`config.mk`:
```
export PLATFORM = sky130hd
export DESIGN_NAME = alu_exec_unit_flat
export DESIGN_NICKNAME = d
export VERILOG_FILES = /design/src/rtl/alu_pkg.sv /design/src/rtl/alu_exec_unit_if.sv /design/src/rtl/alu_core.sv /design/src/rtl/alu_exec_unit.sv /design/src/flat_wrapper.sv
export SDC_FILE = /design/constraint.sdc
export NUM_CORES = 1
export LEC_CHECK = 0
export ABC_AREA = 1
export CAP_MARGIN = 20
export CORE_MARGIN = 5
export CORE_UTILIZATION = 35
export DETAILED_ROUTE_END_ITERATION = 7
export PLACE_DENSITY = 0.58
export SLEW_MARGIN = 20
export SYNTH_ARGS = -nofsm -noshare
export SYNTH_HDL_FRONTEND = slang
export SYNTH_SLANG_ARGS = --single-unit
```
`constraint.sdc`:
```
create_clock -name clk -period 2.7 [get_ports clk]
set_input_delay 0.405 -clock clk [delete_from_list [all_inputs] [get_ports clk]]
set_output_delay 0.405 -clock clk [all_outputs]
set_load 0.005 [all_outputs]
```
`src/rtl/alu_pkg.sv`:
```
// Shared types for the ALU execution unit: opcode enum, bubble encoding
// and the result-queue entry layout.
package alu_pkg;

    localparam int DATA_W = 32;
    localparam int ROB_W  = 3;

    typedef enum logic [3:0] {
        OP_ADD    = 4'b0000,
        OP_SUB    = 4'b0001,
        OP_AND    = 4'b0010,
        OP_OR     = 4'b0011,
        OP_XOR    = 4'b0100,
        OP_SLL    = 4'b0101,
        OP_SRL    = 4'b0110,
        OP_SRA    = 4'b0111,
        OP_SLT    = 4'b1000,
        OP_SLTU   = 4'b1001,
        OP_PASS   = 4'b1010,
        OP_BUBBLE = 4'b1111
    } alu_op_t;

    localparam logic [3:0] ALU_BUBBLE = 4'b1111;

    typedef struct packed {
        logic [DATA_W-1:0] result;
        logic [ROB_W-1:0]  rob;
    } rq_entry_t;

endpackage

```
`src/rtl/alu_exec_unit_if.sv`:
```
// Issue-side and CDB-side signals of the ALU execution unit.
// master: reservation station plus CDB arbiter; slave: the execution unit.
interface alu_exec_unit_if #(
    parameter int WIDTH   = 31,
    parameter int ROB     = 2,
    parameter int C_WIDTH = 3
);
    logic signed [WIDTH:0] src1;
    logic signed [WIDTH:0] src2;
    logic [C_WIDTH:0]      instrInfo;
    logic [ROB:0]          instrRob;
    logic                  execute;
    logic                  cdbGrant;
    logic                  cdbReq;
    logic [WIDTH:0]        cdbResult;
    logic [ROB:0]          cdbRob;

    modport master (
        output src1, src2, instrInfo, instrRob, cdbGrant,
        input  execute, cdbReq, cdbResult, cdbRob
    );

    modport slave (
        input  src1, src2, instrInfo, instrRob, cdbGrant,
        output execute, cdbReq, cdbResult, cdbRob
    );
endinterface

```
`src/rtl/alu_core.sv`:
```
// Purely combinational ALU: (src1, src2, op) -> result.
// Shifts use the low five bits of src2; reserved opcodes and the bubble give 0.
module alu_core
    import alu_pkg::*;
#(
    parameter int WIDTH   = 31,
    parameter int C_WIDTH = 3
) (
    input  logic signed [WIDTH:0] src1,
    input  logic signed [WIDTH:0] src2,
    input  logic [C_WIDTH:0]      op,
    output logic [WIDTH:0]        result
);

    logic [4:0] shamt;
    logic       lessSigned;
    logic       lessUnsigned;

    assign shamt        = src2[4:0];
    assign lessSigned   = (src1 < src2);
    assign lessUnsigned = ($unsigned(src1) < $unsigned(src2));

    // Opcode decode; arithmetic wraps naturally at the datapath width
    always_comb begin
        result = '0;
        case (op)
            OP_ADD:  result = src1 + src2;
            OP_SUB:  result = src1 - src2;
            OP_AND:  result = src1 & src2;
            OP_OR:   result = src1 | src2;
            OP_XOR:  result = src1 ^ src2;
            OP_SLL:  result = src1 << shamt;
            OP_SRL:  result = $unsigned(src1) >> shamt;
            OP_SRA:  result = src1 >>> shamt;
            OP_SLT:  result = {{WIDTH{1'b0}}, lessSigned};
            OP_SLTU: result = {{WIDTH{1'b0}}, lessUnsigned};
            OP_PASS: result = src2;
            default: result = '0;
        endcase
    end

endmodule

```
`src/rtl/alu_exec_unit.sv`:
```
// ALU functional unit behind the ALU reservation station.
// Captures issued ops, computes them in alu_core, buffers results in a small
// in-order queue and requests the CDB with a req/grant handshake.
// Optional feature macro: ALU_BYPASS_EN -- when defined, an op arriving at an
// empty queue is offered to the CDB in the same cycle and skips the queue if granted.
module alu_exec_unit
    import alu_pkg::*;
#(
    parameter int WIDTH    = 31,
    parameter int ROB      = 2,
    parameter int C_WIDTH  = 3,
    parameter int RQ_DEPTH = 2
) (
    input logic            clk,
    input logic            globalReset,
    input logic            clear,
    alu_exec_unit_if.slave bus
);

    localparam int PTR_W = $clog2(RQ_DEPTH);
    localparam int CNT_W = PTR_W + 1;

    logic              inValid_q;
    logic [PTR_W-1:0]  headPtr;
    logic [PTR_W-1:0]  tailPtr;
    logic [CNT_W-1:0]  count;
    rq_entry_t         rqMem [RQ_DEPTH];

    logic [WIDTH:0]    aluResult;
    logic [WIDTH:0]    headResult;
    logic [ROB:0]      headRob;
    logic [CNT_W:0]    occupancy;
    logic              consume;
    logic              qEmpty;
    logic              bypassHit;
    logic              push;
    logic              pop;

    alu_core #(
        .WIDTH   (WIDTH),
        .C_WIDTH (C_WIDTH)
    ) u_alu_core (
        .src1   (bus.src1),
        .src2   (bus.src2),
        .op     (bus.instrInfo),
        .result (aluResult)
    );

    assign consume    = inValid_q && (bus.instrInfo != ALU_BUBBLE);
    assign qEmpty     = (count == '0);
    assign headResult = rqMem[headPtr].result;
    assign headRob    = rqMem[headPtr].rob;

`ifdef ALU_BYPASS_EN
    assign bypassHit = qEmpty && consume;
`else
    assign bypassHit = 1'b0;
`endif

    // A granted bypass result has already left on the CDB, so it is not queued
    assign pop  = !qEmpty && bus.cdbGrant;
    assign push = consume && !(bypassHit && bus.cdbGrant);

    // Issue permission counts the queue plus the op that may already be in the
    // station register; a pop in the same cycle earns no credit
    assign occupancy   = {1'b0, count} + {{CNT_W{1'b0}}, inValid_q};
    assign bus.execute = (occupancy < (CNT_W + 1)'(RQ_DEPTH));

    // CDB drive: queue head first, otherwise the bypassed ALU result, otherwise idle zeros
    always_comb begin
        bus.cdbReq    = 1'b0;
        bus.cdbResult = '0;
        bus.cdbRob    = '0;
        if (!qEmpty) begin
            bus.cdbReq    = 1'b1;
            bus.cdbResult = headResult;
            bus.cdbRob    = headRob;
        end else if (bypassHit) begin
            bus.cdbReq    = 1'b1;
            bus.cdbResult = aluResult;
            bus.cdbRob    = bus.instrRob;
        end
    end

    // Queue storage is not reset; count and pointers alone decide what is valid
    always_ff @(posedge clk) begin
        if (push) begin
            rqMem[tailPtr] <= '{result: aluResult, rob: bus.instrRob};
        end
    end

    // Capture flag, pointers and occupancy; reset and flush both drop everything in flight
    always_ff @(posedge clk) begin
        if (globalReset || clear) begin
            inValid_q <= 1'b0;
            headPtr   <= '0;
            tailPtr   <= '0;
            count     <= '0;
        end else begin
            inValid_q <= bus.execute;
            if (push) begin
                tailPtr <= tailPtr + PTR_W'(1);
            end
            if (pop) begin
                headPtr <= headPtr + PTR_W'(1);
            end
            if (push && !pop) begin
                count <= count + CNT_W'(1);
            end else if (pop && !push) begin
                count <= count - CNT_W'(1);
            end
        end
    end

endmodule

```
`src/flat_wrapper.sv`:
```
// flat-port wrapper written by rule: the top's interface ports become plain ports
module alu_exec_unit_flat import alu_pkg::*;
#(
    parameter int WIDTH    = 31,
    parameter int ROB      = 2,
    parameter int C_WIDTH  = 3,
    parameter int RQ_DEPTH = 2
)
  (clk, globalReset, clear, bus_src1, bus_src2, bus_instrInfo, bus_instrRob, bus_cdbGrant, bus_execute, bus_cdbReq, bus_cdbResult, bus_cdbRob);
  alu_exec_unit_if #(.WIDTH(WIDTH), .ROB(ROB), .C_WIDTH(C_WIDTH)) bus_i ();
  input logic clk;
  input logic globalReset;
  input logic clear;
  input wire logic [$bits(bus_i.src1)-1:0] bus_src1;
  input wire logic [$bits(bus_i.src2)-1:0] bus_src2;
  input wire logic [$bits(bus_i.instrInfo)-1:0] bus_instrInfo;
  input wire logic [$bits(bus_i.instrRob)-1:0] bus_instrRob;
  input wire logic [$bits(bus_i.cdbGrant)-1:0] bus_cdbGrant;
  output wire logic [$bits(bus_i.execute)-1:0] bus_execute;
  output wire logic [$bits(bus_i.cdbReq)-1:0] bus_cdbReq;
  output wire logic [$bits(bus_i.cdbResult)-1:0] bus_cdbResult;
  output wire logic [$bits(bus_i.cdbRob)-1:0] bus_cdbRob;
  assign bus_i.src1 = bus_src1;
  assign bus_i.src2 = bus_src2;
  assign bus_i.instrInfo = bus_instrInfo;
  assign bus_i.instrRob = bus_instrRob;
  assign bus_i.cdbGrant = bus_cdbGrant;
  assign bus_execute = bus_i.execute;
  assign bus_cdbReq = bus_i.cdbReq;
  assign bus_cdbResult = bus_i.cdbResult;
  assign bus_cdbRob = bus_i.cdbRob;
  alu_exec_unit #(.WIDTH(WIDTH), .ROB(ROB), .C_WIDTH(C_WIDTH), .RQ_DEPTH(RQ_DEPTH)) u_core (.clk(clk), .globalReset(globalReset), .clear(clear), .bus(bus_i));
endmodule
```
-- Word-level counts from Yosys, hierarchy flattened
Memory sizes are Yosys's and may differ from the RTL's. A register that Yosys moved wholly into a read port is not among the register bits.
Index checks and enable logic that the tools add are counted.
- register bits: 5
- memory bits (writable): 70
- input bits: 75
- output and inout port bits: 37
- word-level logic and storage cells: 53
- memories: 1
- memories (memory ; words ; width ; rd ports ; clocked after memory_dff ; wr ports ; RTL line ; text):
    u_core.rqMem ; 2 ; 35 ; 1 ; 1 ; 1 ; alu_exec_unit.sv:27 ; rq_entry_t rqMem [RQ_DEPTH];
- add/subtract/negate cells: 7
- order comparisons: 3
- eq/ne operators: 11
- shifts and indexed selects: 3
- muxes and demuxes: 10
- bitwise gates (word level): 3
- reductions and logical operators: 11
- operator list (cell ; number):
    one-hot mux 32 bit (11 select lines) ; 1
    less-than comparator 32 bit ; 2
    adder 32 bit ; 1
    bitwise AND 32 bit ; 1
    2-to-1 mux 32 bit ; 1
    OR 32 bit ; 1
    << shifter 32 x 5 -> 32 bit ; 1
    >> shifter 32 x 5 -> 32 bit ; 1
    >>> shifter 32 x 5 -> 32 bit ; 1
    subtractor 32 bit ; 1
    XOR 32 bit ; 1
    equality test 4 x 3 -> 1 bit, second input constant ; 4
    equality test 4 bit, second input constant ; 3
    equality test 4 x 2 -> 1 bit, second input constant ; 2
    2-to-1 mux 1 bit ; 5
    equality test 4 x 1 -> 1 bit, second input constant ; 1
    logical AND 1 bit ; 4
    zero test 4 bit ; 1
    2-to-1 mux 2 bit ; 2
    inequality test 4 bit, second input constant ; 1
    adder 2 x 1 -> 3 bit ; 1
    zero test 1 bit ; 3
    less-than comparator 3 x 2 -> 1 bit, second input constant ; 1
    2-to-1 mux 3 bit ; 1
    other kinds (6) ; 7

-- Depth between registers and ports, before layout
- depth after elaboration: 6
- depth in mapped cells: 17
- mapped depth without buffers: 16

-- By module
A second synthesis with hierarchy kept.
- cells, all modules: 2399
- area total of the unflattened synthesis: 13242.7 um^2
- by module, submodules not included (module ; instances ; cells an instance ; area each (um^2) ; sequential area each (um^2)):
    alu_core ; 1 ; 2166 ; 10331.2 ; 0.0
    alu_exec_unit ; 1 ; 233 ; 2911.5 ; 2222.1

-- Worst setup path before layout
OpenSTA, ideal clock, no wires.
- path kind: input -> register
- from: input port bus_instrInfo[1]
- to: memory u_core.rqMem[1][0] in the netlist's numbering (enable)
- setup time: 0.429 ns
- arrival: 2.178 ns
- required time: 2.271 ns
- setup slack: 0.093 ns
- cell stages on the path: 3
- path buffers: 0
- cell sequence: nand2_1 -> o31ai_1 -> nor2_1
- word-level cells in the longest chain between the ends: 4
- RTL lines (element ; RTL line ; text):
    start: declaration ; flat_wrapper.sv:16 ; input wire logic [$bits(bus_i.instrInfo)-1:0] bus_instrInfo;
    inequality test 4 bit ; alu_exec_unit.sv:49 ; assign consume = inValid_q && (bus.instrInfo != ALU_BUBBLE);
    logical AND 1 bit ; alu_exec_unit.sv:49 ;
    2-to-1 mux 1 bit ; alu_exec_unit.sv:87 ; if (push) begin
    2-to-1 mux 1 bit (not written as such) ; alu_exec_unit.sv:88 ; rqMem[tailPtr] <= '{result: aluResult, rob: bus.instrRob};
    end: declaration ; alu_exec_unit.sv:27 ;
Every way passes these cells.

-- Worst setup path after layout
- from: input port bus_src1[11]
- to: memory u_core.rqMem[1][19] in the netlist's numbering, data pin
- word-level cells in the longest chain between the ends: 2
- elaborated cells on any way between the ends: 6
- those cells by class: add/sub (2); shift (3); mux (1)
- RTL lines (element ; RTL line ; text):
    start: declaration ; flat_wrapper.sv:14 ; input wire logic [$bits(bus_i.src1)-1:0] bus_src1;
    subtractor 32 bit (tied with other cells) ; alu_core.sv:28 ; OP_SUB: result = src1 - src2;
    one-hot mux 32 bit (11 select lines) * ; alu_core.sv:26 ; case (op)
    named net u_core.aluResult[16] ; alu_exec_unit.sv:29 ; logic [WIDTH:0] aluResult;
Mark *: on every way through the listed nets, which the timed path passes. The rest lies on a longest branch.

==> run metrics <==
status finished clean; Reg clk slew, reported paths about 60 ps; vias post-DR roughly 18k; First-pass DRT Iterations 6; Tot Pwr a little under 6 mW; Mapped Cells between 2k and 2.5k; Core ar. 37,760 um2; Tmin final between 2000 and 3000 ps; DRC violations left 0; Vias/cell about 5.2; first-pass GRT wire length ~110 mm; number of I/O port buffers 111; Multi-input gate area 9968 um2; pwr dens approximately 300 nW/um2; number of synthesized register bits 76; Tightest Pin Transition around 1100 ps; Max FO, Critical Path 6; ys flop type edfxtp_1; final instance area roughly 20,000 um2; synth unique cells between 50 and 60; number of fill cells roughly 4.0k; period utilisation layout around 100%; Fmax 371.6 MHz; ys async rst share 0%; hold path depth 2; Hold Crit Class flop to flop; leakage around 10 nW; Setup violations, final 0; Seq/Total Area, Yosys between 10% and 20%; Final TNS setup 0 ps; Area Overhead vs Synth 46.27%; TritonCTS buffer count 9; largest net degree at the start of global routing 66; I/O pins 112; CTS sink cnt 76; clock skew between 8 and 9 ps; wire per inst around 21 um; GR Overflow Total 0; share of layout cells above drive strength 1 between 20 and 25%; Final Slew Violations 0; Max transition margin 29.45%; H-tree depth 3; placed cell area approximately 19,000 um2; DRT Wirelength roughly 73 mm; initial antenna violation count 0; Die Area about 42,000 um2; GRT Util Overall around 33%; DRT iter0 DRCs 1,840; Die Span X about 210 um; Yosys warnings 0; Startpoint Class input port; Avg Cell Area, Syn 5.593 um2; CTS max path bufs 2; Rows between 70 and 80; Fin. Hold Viols 0; Root Buffer clkbuf_16; Max-Cap Viols 0; antenna-violating nets left 0; CTS tree done; initial cell density of the core 35.52%; unrepaired setup endpoints after global routing yes; n_diodes 0; clock latency on the worst-skew pair roughly 330 ps; vias in the first global route ~17k; Placer Congestion between 1 and 1.5; post-DP HPWL 61.77 mm; Setup CP Type input port to flop; Final WS setup a little under 9 ps; Die Y-Extent between 200 and 250 um; VDD IR max approximately 0.00028 V; Place WS -634.9 ps; worst-case reg-to-reg path depth 9; Worst Setup End Kind flop; post-layout util 51.96%; number of nets produced by synthesis between 2k and 3k; Critical Path RT 2690 ps; Worst EP arrival 2680 ps; Post-Syn Area ~13,000 um2; register area 2222 um2; Post-synth EDFFs 70; Layout Nets between 3k and 4k
repair_timing:
item / in CTS / in global routing
endpoints found under the setup margin: 48 / 56
pin swaps: 12 / 21
gates resized for setup: 77 / 111
setup buffers: 4 / 10
hold buffers: 0 / 0
cell usage in the layout (no fill, tap or decap), drive strengths merged, types with 2 or more instances in the layout:
cell / netlist / layout
a211oi: 3 / 3
a21oi: 119 / 119
a221oi: 3 / 3
a31oi: 2 / 2
and2: 13 / 13
buf: 76 / 528
clkbuf: 25 / 9
clkdlybuf4s50: 0 / 90
clkinv: 2 / 2
clkinvlp: 0 / 4
dfxtp: 6 / 6
dlygate4sd2: 0 / 9
dlymetal6s2s: 0 / 10
edfxtp: 70 / 70
fa: 2 / 2
ha: 99 / 99
inv: 326 / 329
nand2: 876 / 876
nand3: 371 / 371
nand3b: 5 / 5
nand4: 29 / 29
nor2: 188 / 188
nor3: 23 / 23
nor3b: 3 / 3
nor4: 2 / 2
o2111ai: 4 / 4
o211ai: 11 / 11
o21a: 3 / 3
o21ai: 81 / 81
o21bai: 10 / 10
o221ai: 2 / 2
o22ai: 33 / 33
o31ai: 2 / 2
or2: 5 / 5
final timing paths:
path,startpoint,to,slack [ps]
setup / recovery,bus_src1[11],u_core.rqMem[1][19],9
hold / removal,u_core.headPtr,u_core.headPtr,500
setup reg to reg,u_core.count[0],u_core.count[1],750
hold reg to reg,u_core.headPtr,u_core.headPtr,500
flip-flops by register name (all words and copies together) (netlist names), named ones only:
register and count:
u_core.rqMem 70, u_core.tailPtr 1, u_core.inValid_q 1, u_core.count 2, u_core.headPtr 1
kinds of logic after synthesis:
group | Yosys count | synth area share, %
XOR/XNOR | 1 | 0.06532
adder cells (fa/ha/maj) | 101 | 9.534
AO/OA/AOI/OAI | 275 | 11.61
buffers and inverters | 429 | 13.58
flip-flops | 76 | 16.57
AND/OR/NAND/NOR | 1516 | 48.64
cell usage after synthesis, types with 3 or more instances:
cell       number  share of area, %
nand2_1       864                24
nand3_1       366                14
inv_1         312               8.7
nor2_1        178               5.0
a21oi_1       119               4.4
ha_1           99               9.2
edfxtp_1       70                16
o21ai_0        62               2.3
buf_2          43               1.6
o22ai_1        33               1.5
nand4_1        29               1.4
nor3_1         23              0.86
clkbuf_1       22              0.62
o21ai_1        18              0.67
buf_4          13              0.73
and2_1         12              0.56
inv_2          12              0.34
buf_6          11              0.92
o211ai_1       11              0.62
o21bai_1       10              0.56
buf_1           8              0.22
dfxtp_1         6              0.90
nand2_2         6              0.28
nand2_4         6              0.50
nand3b_1        5              0.28
nand3_2         4              0.30
nor2_4          4              0.34
o2111ai_1       4              0.26
or2_2           4              0.19
clkbuf_2        3              0.11
nor2_2          3              0.14
nor2_8          3              0.45
nor3b_1         3              0.17
o21a_1          3              0.17
cell type report:
cell class | instances | share of cell area (%)
well taps | 511 | 3.259
clock buffers | 9 | 1.148
flip-flops and latches | 76 | 11.33
multi-input cells | 1893 | 50.81
clock inverters | 7 | 0.2998
inverters | 328 | 6.346
repair buffers | 637 | 26.81
per-stage QoR:
stage,hold slack (ps),cells
2_1_floorplan,459.3,2398
3_3_place_gp,468.7,3431
3_5_place_dp,482.3,3431
4_1_cts,495.7,3451
5_1_grt,537.7,3461
6_report,496.6,3461
worst max-delay path, stage by stage:
cell             delay, ps
clkdlybuf4s50_1        420
inv_1                  220
ha_4                   280
inv_2                   70
buf_4                  150
nand2_1                 50
o21ai_0                310
nand2_1                 90
nand2_1                100
inv_1                   60
nand2_2                110
nand2_1                 60
nand3_1                 80
nand4_1                260
layer usage:
layer / global-route usage (%) / share of wire (%) / up-vias
li1: - / - / 8853
met1: 45.48 / 44 / 8336
met2: 51.92 / 43 / 788
met3: 2.837 / 6.9 / 146
met4: 17.27 / 6.6 / 0
met5: 0 / 0 / -
power by group:
part / internal (mW) / switching, mW
registers: 1.36 / 0.0144
logic: 1.42 / 2.03
clock network: 0.634 / 0.492
total: 3.42 / 2.53
Power figures use the tool's default switching activity.
